$ cat src/rtl/bus_datapath_if.sv
// Control, memory and observation signals of the single-bus datapath.
// The control unit/bench drives through master; the datapath uses slave.
`timescale 1ns/10ps
interface bus_datapath_if #(
    parameter int WIDTH = 16
);
    logic [2:0]       regSel;
    logic             regRd;
    logic             regWr;
    logic [3:0]       aluSel;
    logic [2:0]       shiftSel;
    logic             workregWr;
    logic             outRegWr;
    logic             outRegRd;
    logic             progCntRd;
    logic             progCntWr;
    logic             addrRegWr;
    logic             ramRd;
    logic             ramWr;
    logic             instrWr;
    logic [WIDTH-1:0] mem_rdata;

    logic [WIDTH-1:0] instrReg;
    logic [WIDTH-1:0] mem_addr;
    logic [WIDTH-1:0] mem_wdata;
    logic             mem_rd;
    logic             mem_wr;
    logic [WIDTH-1:0] bus_data;
    logic [WIDTH-1:0] pc_value;
    logic             carry_flag;
    logic             zero_flag;

    modport master (
        output regSel, regRd, regWr, aluSel, shiftSel, workregWr, outRegWr,
               outRegRd, progCntRd, progCntWr, addrRegWr, ramRd, ramWr,
               instrWr, mem_rdata,
        input  instrReg, mem_addr, mem_wdata, mem_rd, mem_wr, bus_data,
               pc_value, carry_flag, zero_flag
    );

    modport slave (
        input  regSel, regRd, regWr, aluSel, shiftSel, workregWr, outRegWr,
               outRegRd, progCntRd, progCntWr, addrRegWr, ramRd, ramWr,
               instrWr, mem_rdata,
        output instrReg, mem_addr, mem_wdata, mem_rd, mem_wr, bus_data,
               pc_value, carry_flag, zero_flag
    );
endinterface

$ cat src/rtl/bus_datapath.sv
// Single-bus accumulator datapath: register file, work/out/pc/addr/ir registers,
// ALU plus shifter, and a zero-latency memory port, all fed from one shared bus.
`timescale 1ns/10ps
module bus_datapath #(
    parameter int WIDTH = 16
) (
    input logic          clock,
    input logic          reset,
    bus_datapath_if.slave dp
);

    logic [WIDTH-1:0] r_regArray [8];
    logic [WIDTH-1:0] r_workReg;
    logic [WIDTH-1:0] r_outReg;
    logic [WIDTH-1:0] r_pc;
    logic [WIDTH-1:0] r_addrReg;
    logic [WIDTH-1:0] r_ir;
    logic             r_carry;
    logic             r_zero;

    logic [WIDTH-1:0] w_bus;
    logic [WIDTH:0]   w_alu;
    logic [WIDTH-1:0] w_shift;

    // Result in the low WIDTH bits; the extra top bit is carry-out or borrow.
    function automatic logic [WIDTH:0] alu_op(input logic [3:0] sel,
                                              input logic [WIDTH-1:0] a,
                                              input logic [WIDTH-1:0] b);
        logic [WIDTH:0] r;
        case (sel)
            4'd1:    r = {1'b0, a & b};
            4'd2:    r = {1'b0, a | b};
            4'd3:    r = {1'b0, ~b};
            4'd4:    r = {1'b0, a ^ b};
            4'd5:    r = {1'b0, a} + {1'b0, b};
            4'd6:    r = {1'b0, a} - {1'b0, b};
            4'd7:    r = {1'b0, b} + {{WIDTH{1'b0}}, 1'b1};
            4'd8:    r = {1'b0, b} - {{WIDTH{1'b0}}, 1'b1};
            4'd9:    r = '0;
            default: r = {1'b0, b};
        endcase
        return r;
    endfunction

    function automatic logic [WIDTH-1:0] shift_op(input logic [2:0] sel,
                                                  input logic [WIDTH-1:0] v);
        logic [WIDTH-1:0] r;
        case (sel)
            3'd1:    r = {v[WIDTH-2:0], 1'b0};
            3'd2:    r = {1'b0, v[WIDTH-1:1]};
            3'd3:    r = {v[WIDTH-2:0], v[WIDTH-1]};
            3'd4:    r = {v[0], v[WIDTH-1:1]};
            default: r = v;
        endcase
        return r;
    endfunction

    always_comb begin
        w_bus = '0;
        if (dp.outRegRd)       w_bus = r_outReg;
        else if (dp.ramRd)     w_bus = dp.mem_rdata;
        else if (dp.regRd)     w_bus = r_regArray[dp.regSel];
        else if (dp.progCntRd) w_bus = r_pc;
    end

    assign w_alu   = alu_op(dp.aluSel, r_workReg, w_bus);
    assign w_shift = shift_op(dp.shiftSel, w_alu[WIDTH-1:0]);

    // All enabled targets load from the same pre-edge bus value.
    always_ff @(posedge clock or posedge reset) begin
        if (reset) begin
            for (int i = 0; i < 8; i++) r_regArray[i] <= '0;
            r_workReg <= '0;
            r_outReg  <= '0;
            r_pc      <= '0;
            r_addrReg <= '0;
            r_ir      <= '0;
            r_carry   <= 1'b0;
            r_zero    <= 1'b0;
        end else begin
            if (dp.regWr)     r_regArray[dp.regSel] <= w_bus;
            if (dp.workregWr) r_workReg <= w_bus;
            if (dp.progCntWr) r_pc      <= w_bus;
            if (dp.addrRegWr) r_addrReg <= w_bus;
            if (dp.instrWr)   r_ir      <= w_bus;
            if (dp.outRegWr) begin
                r_outReg <= w_shift;
                r_carry  <= w_alu[WIDTH];
                r_zero   <= (w_shift == '0);
            end
        end
    end

    assign dp.instrReg   = r_ir;
    assign dp.mem_addr   = r_addrReg;
    assign dp.mem_wdata  = w_bus;
    assign dp.mem_rd     = dp.ramRd;
    assign dp.mem_wr     = dp.ramWr;
    assign dp.bus_data   = w_bus;
    assign dp.pc_value   = r_pc;
    assign dp.carry_flag = r_carry;
    assign dp.zero_flag  = r_zero;

endmodule

$ cat src/flat_wrapper.sv
// flat-port wrapper written by rule: the top's interface ports become plain ports
module bus_datapath_flat 
#(
    parameter int WIDTH = 16
)
  (clock, reset, dp_regSel, dp_regRd, dp_regWr, dp_aluSel, dp_shiftSel, dp_workregWr, dp_outRegWr, dp_outRegRd, dp_progCntRd, dp_progCntWr, dp_addrRegWr, dp_ramRd, dp_ramWr, dp_instrWr, dp_mem_rdata, dp_instrReg, dp_mem_addr, dp_mem_wdata, dp_mem_rd, dp_mem_wr, dp_bus_data, dp_pc_value, dp_carry_flag, dp_zero_flag);
  bus_datapath_if #(.WIDTH(WIDTH)) dp_i ();
  input logic clock;
  input logic reset;
  input wire logic [$bits(dp_i.regSel)-1:0] dp_regSel;
  input wire logic [$bits(dp_i.regRd)-1:0] dp_regRd;
  input wire logic [$bits(dp_i.regWr)-1:0] dp_regWr;
  input wire logic [$bits(dp_i.aluSel)-1:0] dp_aluSel;
  input wire logic [$bits(dp_i.shiftSel)-1:0] dp_shiftSel;
  input wire logic [$bits(dp_i.workregWr)-1:0] dp_workregWr;
  input wire logic [$bits(dp_i.outRegWr)-1:0] dp_outRegWr;
  input wire logic [$bits(dp_i.outRegRd)-1:0] dp_outRegRd;
  input wire logic [$bits(dp_i.progCntRd)-1:0] dp_progCntRd;
  input wire logic [$bits(dp_i.progCntWr)-1:0] dp_progCntWr;
  input wire logic [$bits(dp_i.addrRegWr)-1:0] dp_addrRegWr;
  input wire logic [$bits(dp_i.ramRd)-1:0] dp_ramRd;
  input wire logic [$bits(dp_i.ramWr)-1:0] dp_ramWr;
  input wire logic [$bits(dp_i.instrWr)-1:0] dp_instrWr;
  input wire logic [$bits(dp_i.mem_rdata)-1:0] dp_mem_rdata;
  output wire logic [$bits(dp_i.instrReg)-1:0] dp_instrReg;
  output wire logic [$bits(dp_i.mem_addr)-1:0] dp_mem_addr;
  output wire logic [$bits(dp_i.mem_wdata)-1:0] dp_mem_wdata;
  output wire logic [$bits(dp_i.mem_rd)-1:0] dp_mem_rd;
  output wire logic [$bits(dp_i.mem_wr)-1:0] dp_mem_wr;
  output wire logic [$bits(dp_i.bus_data)-1:0] dp_bus_data;
  output wire logic [$bits(dp_i.pc_value)-1:0] dp_pc_value;
  output wire logic [$bits(dp_i.carry_flag)-1:0] dp_carry_flag;
  output wire logic [$bits(dp_i.zero_flag)-1:0] dp_zero_flag;
  assign dp_i.regSel = dp_regSel;
  assign dp_i.regRd = dp_regRd;
  assign dp_i.regWr = dp_regWr;
  assign dp_i.aluSel = dp_aluSel;
  assign dp_i.shiftSel = dp_shiftSel;
  assign dp_i.workregWr = dp_workregWr;
  assign dp_i.outRegWr = dp_outRegWr;
  assign dp_i.outRegRd = dp_outRegRd;
  assign dp_i.progCntRd = dp_progCntRd;
  assign dp_i.progCntWr = dp_progCntWr;
  assign dp_i.addrRegWr = dp_addrRegWr;
  assign dp_i.ramRd = dp_ramRd;
  assign dp_i.ramWr = dp_ramWr;
  assign dp_i.instrWr = dp_instrWr;
  assign dp_i.mem_rdata = dp_mem_rdata;
  assign dp_instrReg = dp_i.instrReg;
  assign dp_mem_addr = dp_i.mem_addr;
  assign dp_mem_wdata = dp_i.mem_wdata;
  assign dp_mem_rd = dp_i.mem_rd;
  assign dp_mem_wr = dp_i.mem_wr;
  assign dp_bus_data = dp_i.bus_data;
  assign dp_pc_value = dp_i.pc_value;
  assign dp_carry_flag = dp_i.carry_flag;
  assign dp_zero_flag = dp_i.zero_flag;
  bus_datapath #(.WIDTH(WIDTH)) u_core (.clock(clock), .reset(reset), .dp(dp_i));
endmodule
$ cat config.mk
export PLATFORM = sky130hd
export DESIGN_NAME = bus_datapath_flat
export DESIGN_NICKNAME = d
export VERILOG_FILES = /design/src/rtl/bus_datapath_if.sv /design/src/rtl/bus_datapath.sv /design/src/flat_wrapper.sv
export SDC_FILE = /design/constraint.sdc
export NUM_CORES = 1
export LEC_CHECK = 0
export ABC_AREA = 1
export ABC_CLOCK_PERIOD_IN_PS = 8700
export BUFFER_PORTS_ARGS = -buffer_cell sky130_fd_sc_hd__buf_2
export CORE_MARGIN = 4
export CORE_UTILIZATION = 61
export DETAILED_ROUTE_END_ITERATION = 6
export PLACE_DENSITY = 0.92
export SLEW_MARGIN = 10
export SYNTH_ARGS = -nofsm -noshare
export SYNTH_HDL_FRONTEND = slang
export SYNTH_SLANG_ARGS = --single-unit
$ cat constraint.sdc
create_clock -name clock -period 8.7 [get_ports clock]
set_input_delay 1.305 -clock clock [delete_from_list [all_inputs] [get_ports clock]]
set_output_delay 1.305 -clock clock [all_outputs]
set_load 0.02 [all_outputs]
==> results.tsv <==
stage	metric	value	unit
yosys	synth_async_sr_flop_share	100.0	%
power_and_ir_drop	leakagePower	7.857	nW
grt	use_met1	46.93	%
cells_and_area	mostFrequentLayoutCells	nand2_1 (590), inv_1 (233), dfrtp_1 (210)	
yosys	synth_compound_gate_area_share	13.12	%
timing	slew_viol_final	0	
drt	drt_iter0_drc	1761	
place	port_buffers	120	
power_and_ir_drop	ir_worst_vdd	0.1503	mV
power_and_ir_drop	seqPwrFrac	35.4	%
yosys	yosysSeqAreaShare	38.39	%
timing	maxSlewHeadroom	20.85	%
place	hpwl	32.43	mm
setup_path	arrival	6.75	ns
timing	hold_viol	0	
yosys	synthSimpleGateAreaFrac	30.66	%
yosys	synth_edf_count	0	
drt	first_pass_iters	6	
yosys	yosys_warnings	0	
grt	grt_util_met3	7.080	%
yosys	syn_area	13690	sq um
cells_and_area	nets	2168	
drt	antenna_left	0	
clock_network	cts_made_buffers	24	
clock_network	cts_tree	yes	
clock_network	insertion_delay	0.55	ns
timing	worstMarginPinSlew	1.181	ns
setup_path	critPathSlowestCell	inv_2	
setup_path	critPathKind	input port to register	
place	dp.cells	2315	
yosys	ys_ff_latch	210	
setup_path	cp-end-kind	register	
grt	busiest_layer	met2	
setup_path	r2r_setup_slack	3.90	ns
floorplanning	die_w	157.8	microns
hold_path	whs_path_depth	2	
setup_path	r2r_cells	28	
setup_path	crit_fanout	49	
grt	antenna_found_initial	0	
drt	wl	45.84	mm
grt	use_met2	56.71	%
cells_and_area	fillers	1820	
timing	setup_viol	0	
setup_path	critPathRequiredTime	9.16	ns
floorplanning	die_area	24900	sq um
yosys	muxShareOfSynthArea	0	%
timing	min_period	6.290	ns
status	outcome	finished, final reports clean	
timing	fmax	0.1590	GHz
setup_path	worstSetupStartpoint	dp_regSel[0]	
timing	final.period_utilization	72.30	%
floorplanning	core	21960	sq um
cells_and_area	finalNonFillerCells	2358	
hold_path	hold_path_class	register to register	
grt	first_global_vias	13149	
timing	fin_skew	0.02364	ns
drt	vias	13982	
clock_network	cts_root_buf	clkbuf_16	
clock_network	cts.reportedPaths.clkPinSlew	0.05	ns
yosys	synthAdderAreaFrac	6.325	%
yosys	synth_ff_type	dfrtp_1	
grt	grt_max_degree	107	
yosys	synth_cell_types	43	
run	max-cap-violations	0	
clock_network	cts_hold_buffers	0	
yosys	avgSynthCellArea	6.834	sq um
timing	rsz0062_at_grt	no	
floorplanning	chipHeight	157.8	microns
power_and_ir_drop	p_int	2.202	mW
cells_and_area	insertedDiodeCount	0	
power_and_ir_drop	p_comb_share	35.3	%
cells_and_area	final_common_cell	nand2_1	
yosys	postSynthCellCount	2003	
clock_network	cts_max_level	1	
drt	drc	0	
yosys	synth_top_family_by_area	simple AND/OR/NAND/NOR gates	
power_and_ir_drop	switching_share	39.56	%
yosys	synth.top_cell.area_share	38.39	%
power_and_ir_drop	power_density	241.5	nW/um^2
yosys	synthTopCellsByArea	dfrtp_1 (38%), nand2_1 (16%), nand3_1 (6.4%)	
clock_network	cts_buffer_depth	3	
cells_and_area	area_growth	10.22	%
grt	overflow	0	
clock_network	postCtsSetupRepairBufs	0	
yosys	yosysTopAreaCell	dfrtp_1	
setup_path	crit_end	u_core.dp.zero_flag$_DFFE_PP0P_	
setup_path	slowest_delay	0.73	ns
clock_network	cts_sinks	210	
setup_path	cp-start-kind	input port	
floorplanning	pin_count	123	
grt	grt_use_total	36.38	%
yosys	synth_xor_xnor_area_share	0.5758	%
drt	routed_via_density	5.930	
clock_network	post_cts_resized	0	
timing	tns	0	ns
cells_and_area	drive_gt1_share	10.54	%
grt	grt_pass1_wl	70.93	mm
power_and_ir_drop	p_sw	1.442	mW
yosys	synth_fp_nets	2110	
setup_path	rr_startpoint	u_core.r_regArray[48]$_DFFE_PP0P_	
drt	wl_per_cell	19.44	microns
floorplanning	rows	54	
floorplanning	initial_core_util	62.34	%
place	routabilityCongestion	1.069	
power_and_ir_drop	clock_power_share	29.3	%
setup_path	regToRegEndpoint	u_core.dp.zero_flag$_DFFE_PP0P_	
final cells by class:
cell class                 count  area (sq um)  share of cell area [%]
multi-input combinational   1436          6969                   46.19
clock buffer                  29         629.4                   4.171
clock inverter                14         190.2                   1.260
tap                          280         350.3                   2.322
inverter                     249         943.4                   6.253
timing repair buffer         140         750.7                   4.976
sequential                   210          5255                   34.83
logic make-up (layout without fill, tap and decap cells):
logic type,Yosys count,after routing
fa+ha+maj,68,68
simple gates,1020,1020
compound gates,339,339
buf+inv,357,432
xor+xnor,9,9
flops,210,210
flip-flops by register name (all words and copies together), names as in the netlist:
signal and flops:
u_core.dp.carry_flag 1, u_core.dp.instrReg 16, u_core.dp.mem_addr 16, u_core.dp.pc_value 16, u_core.dp.zero_flag 1, u_core.r_outReg 16, u_core.r_regArray 128, u_core.r_workReg 16
metrics by stage:
stage               hold WS (ns)  util (%)  power [mW]  worst slack [ns]  instance area (sq um)
floorplan                 0.4492         -       2.172             1.657                  13690
CTS                       0.4812     68.69       3.610             2.635                  15080
global placement          0.4644     64.96       2.508             2.280                  14260
finish                    0.4825     68.71       3.644             2.410                  15090
detailed placement        0.4658     64.96       2.543             2.197                  14260
global route              0.4918     68.71       3.843             2.106                  15090
how the worst min path moves through the flow:
stage                                                 from                               end
final                     u_core.dp.carry_flag$_DFFE_PP0P_  u_core.dp.carry_flag$_DFFE_PP0P_
after floorplan            u_core.r_outReg[11]$_DFFE_PP0P_   u_core.r_outReg[11]$_DFFE_PP0P_
after detailed placement    u_core.r_outReg[4]$_DFFE_PP0P_    u_core.r_outReg[4]$_DFFE_PP0P_
after global placement    u_core.dp.carry_flag$_DFFE_PP0P_  u_core.dp.carry_flag$_DFFE_PP0P_
after CTS                   u_core.r_outReg[4]$_DFFE_PP0P_    u_core.r_outReg[4]$_DFFE_PP0P_
after global routing        u_core.r_outReg[4]$_DFFE_PP0P_    u_core.r_outReg[4]$_DFFE_PP0P_
layer usage:
layer | wire length, microns | vias to the layer above
met1 | 17400 | 6448
met2 | 20430 | 856
li1 | - | 6468
met3 | 4696 | 210
met5 | 0 | -
met4 | 3317 | 0
cells in the mapped netlist (3+ instances only):
cell / count
buf_4: 27
nand2_2: 6
buf_6: 4
a211oi_1: 4
nor2_1: 196
o21ai_1: 11
o21ai_0: 130
nand4_1: 14
o211ai_1: 10
inv_2: 11
nor3_1: 15
nand3b_1: 6
nand2_1: 590
inv_1: 234
ha_1: 66
o22ai_1: 8
dfrtp_1: 210
or2_2: 4
a21oi_1: 159
nor2_2: 3
o21bai_1: 4
xor2_1: 7
buf_2: 18
clkbuf_1: 59
a31oi_1: 3
nand3_1: 176
a21boi_2: 3
nor3b_1: 5
clkinv_1: 3
power by group through the flow:
stage          Combinational [mW]  Clock (mW)  Sequential (mW)
6_report                     1.29        1.07             1.29
5_1_grt                      1.42        1.11             1.31
4_1_cts                      1.26        1.07             1.28
3_5_place_dp                 1.24           0             1.30
3_3_place_gp                 1.22           0             1.29
2_1_floorplan               0.859           0             1.31
critical path: cells and delay by family:
family | cells | cell delay [ns]
adder cells (fa/ha/maj) | 2 | 0.69
AND/OR/NAND/NOR | 23 | 3.14
buffers and inverters | 4 | 1.59
Note: power is estimated with default switching activity, not from simulation.
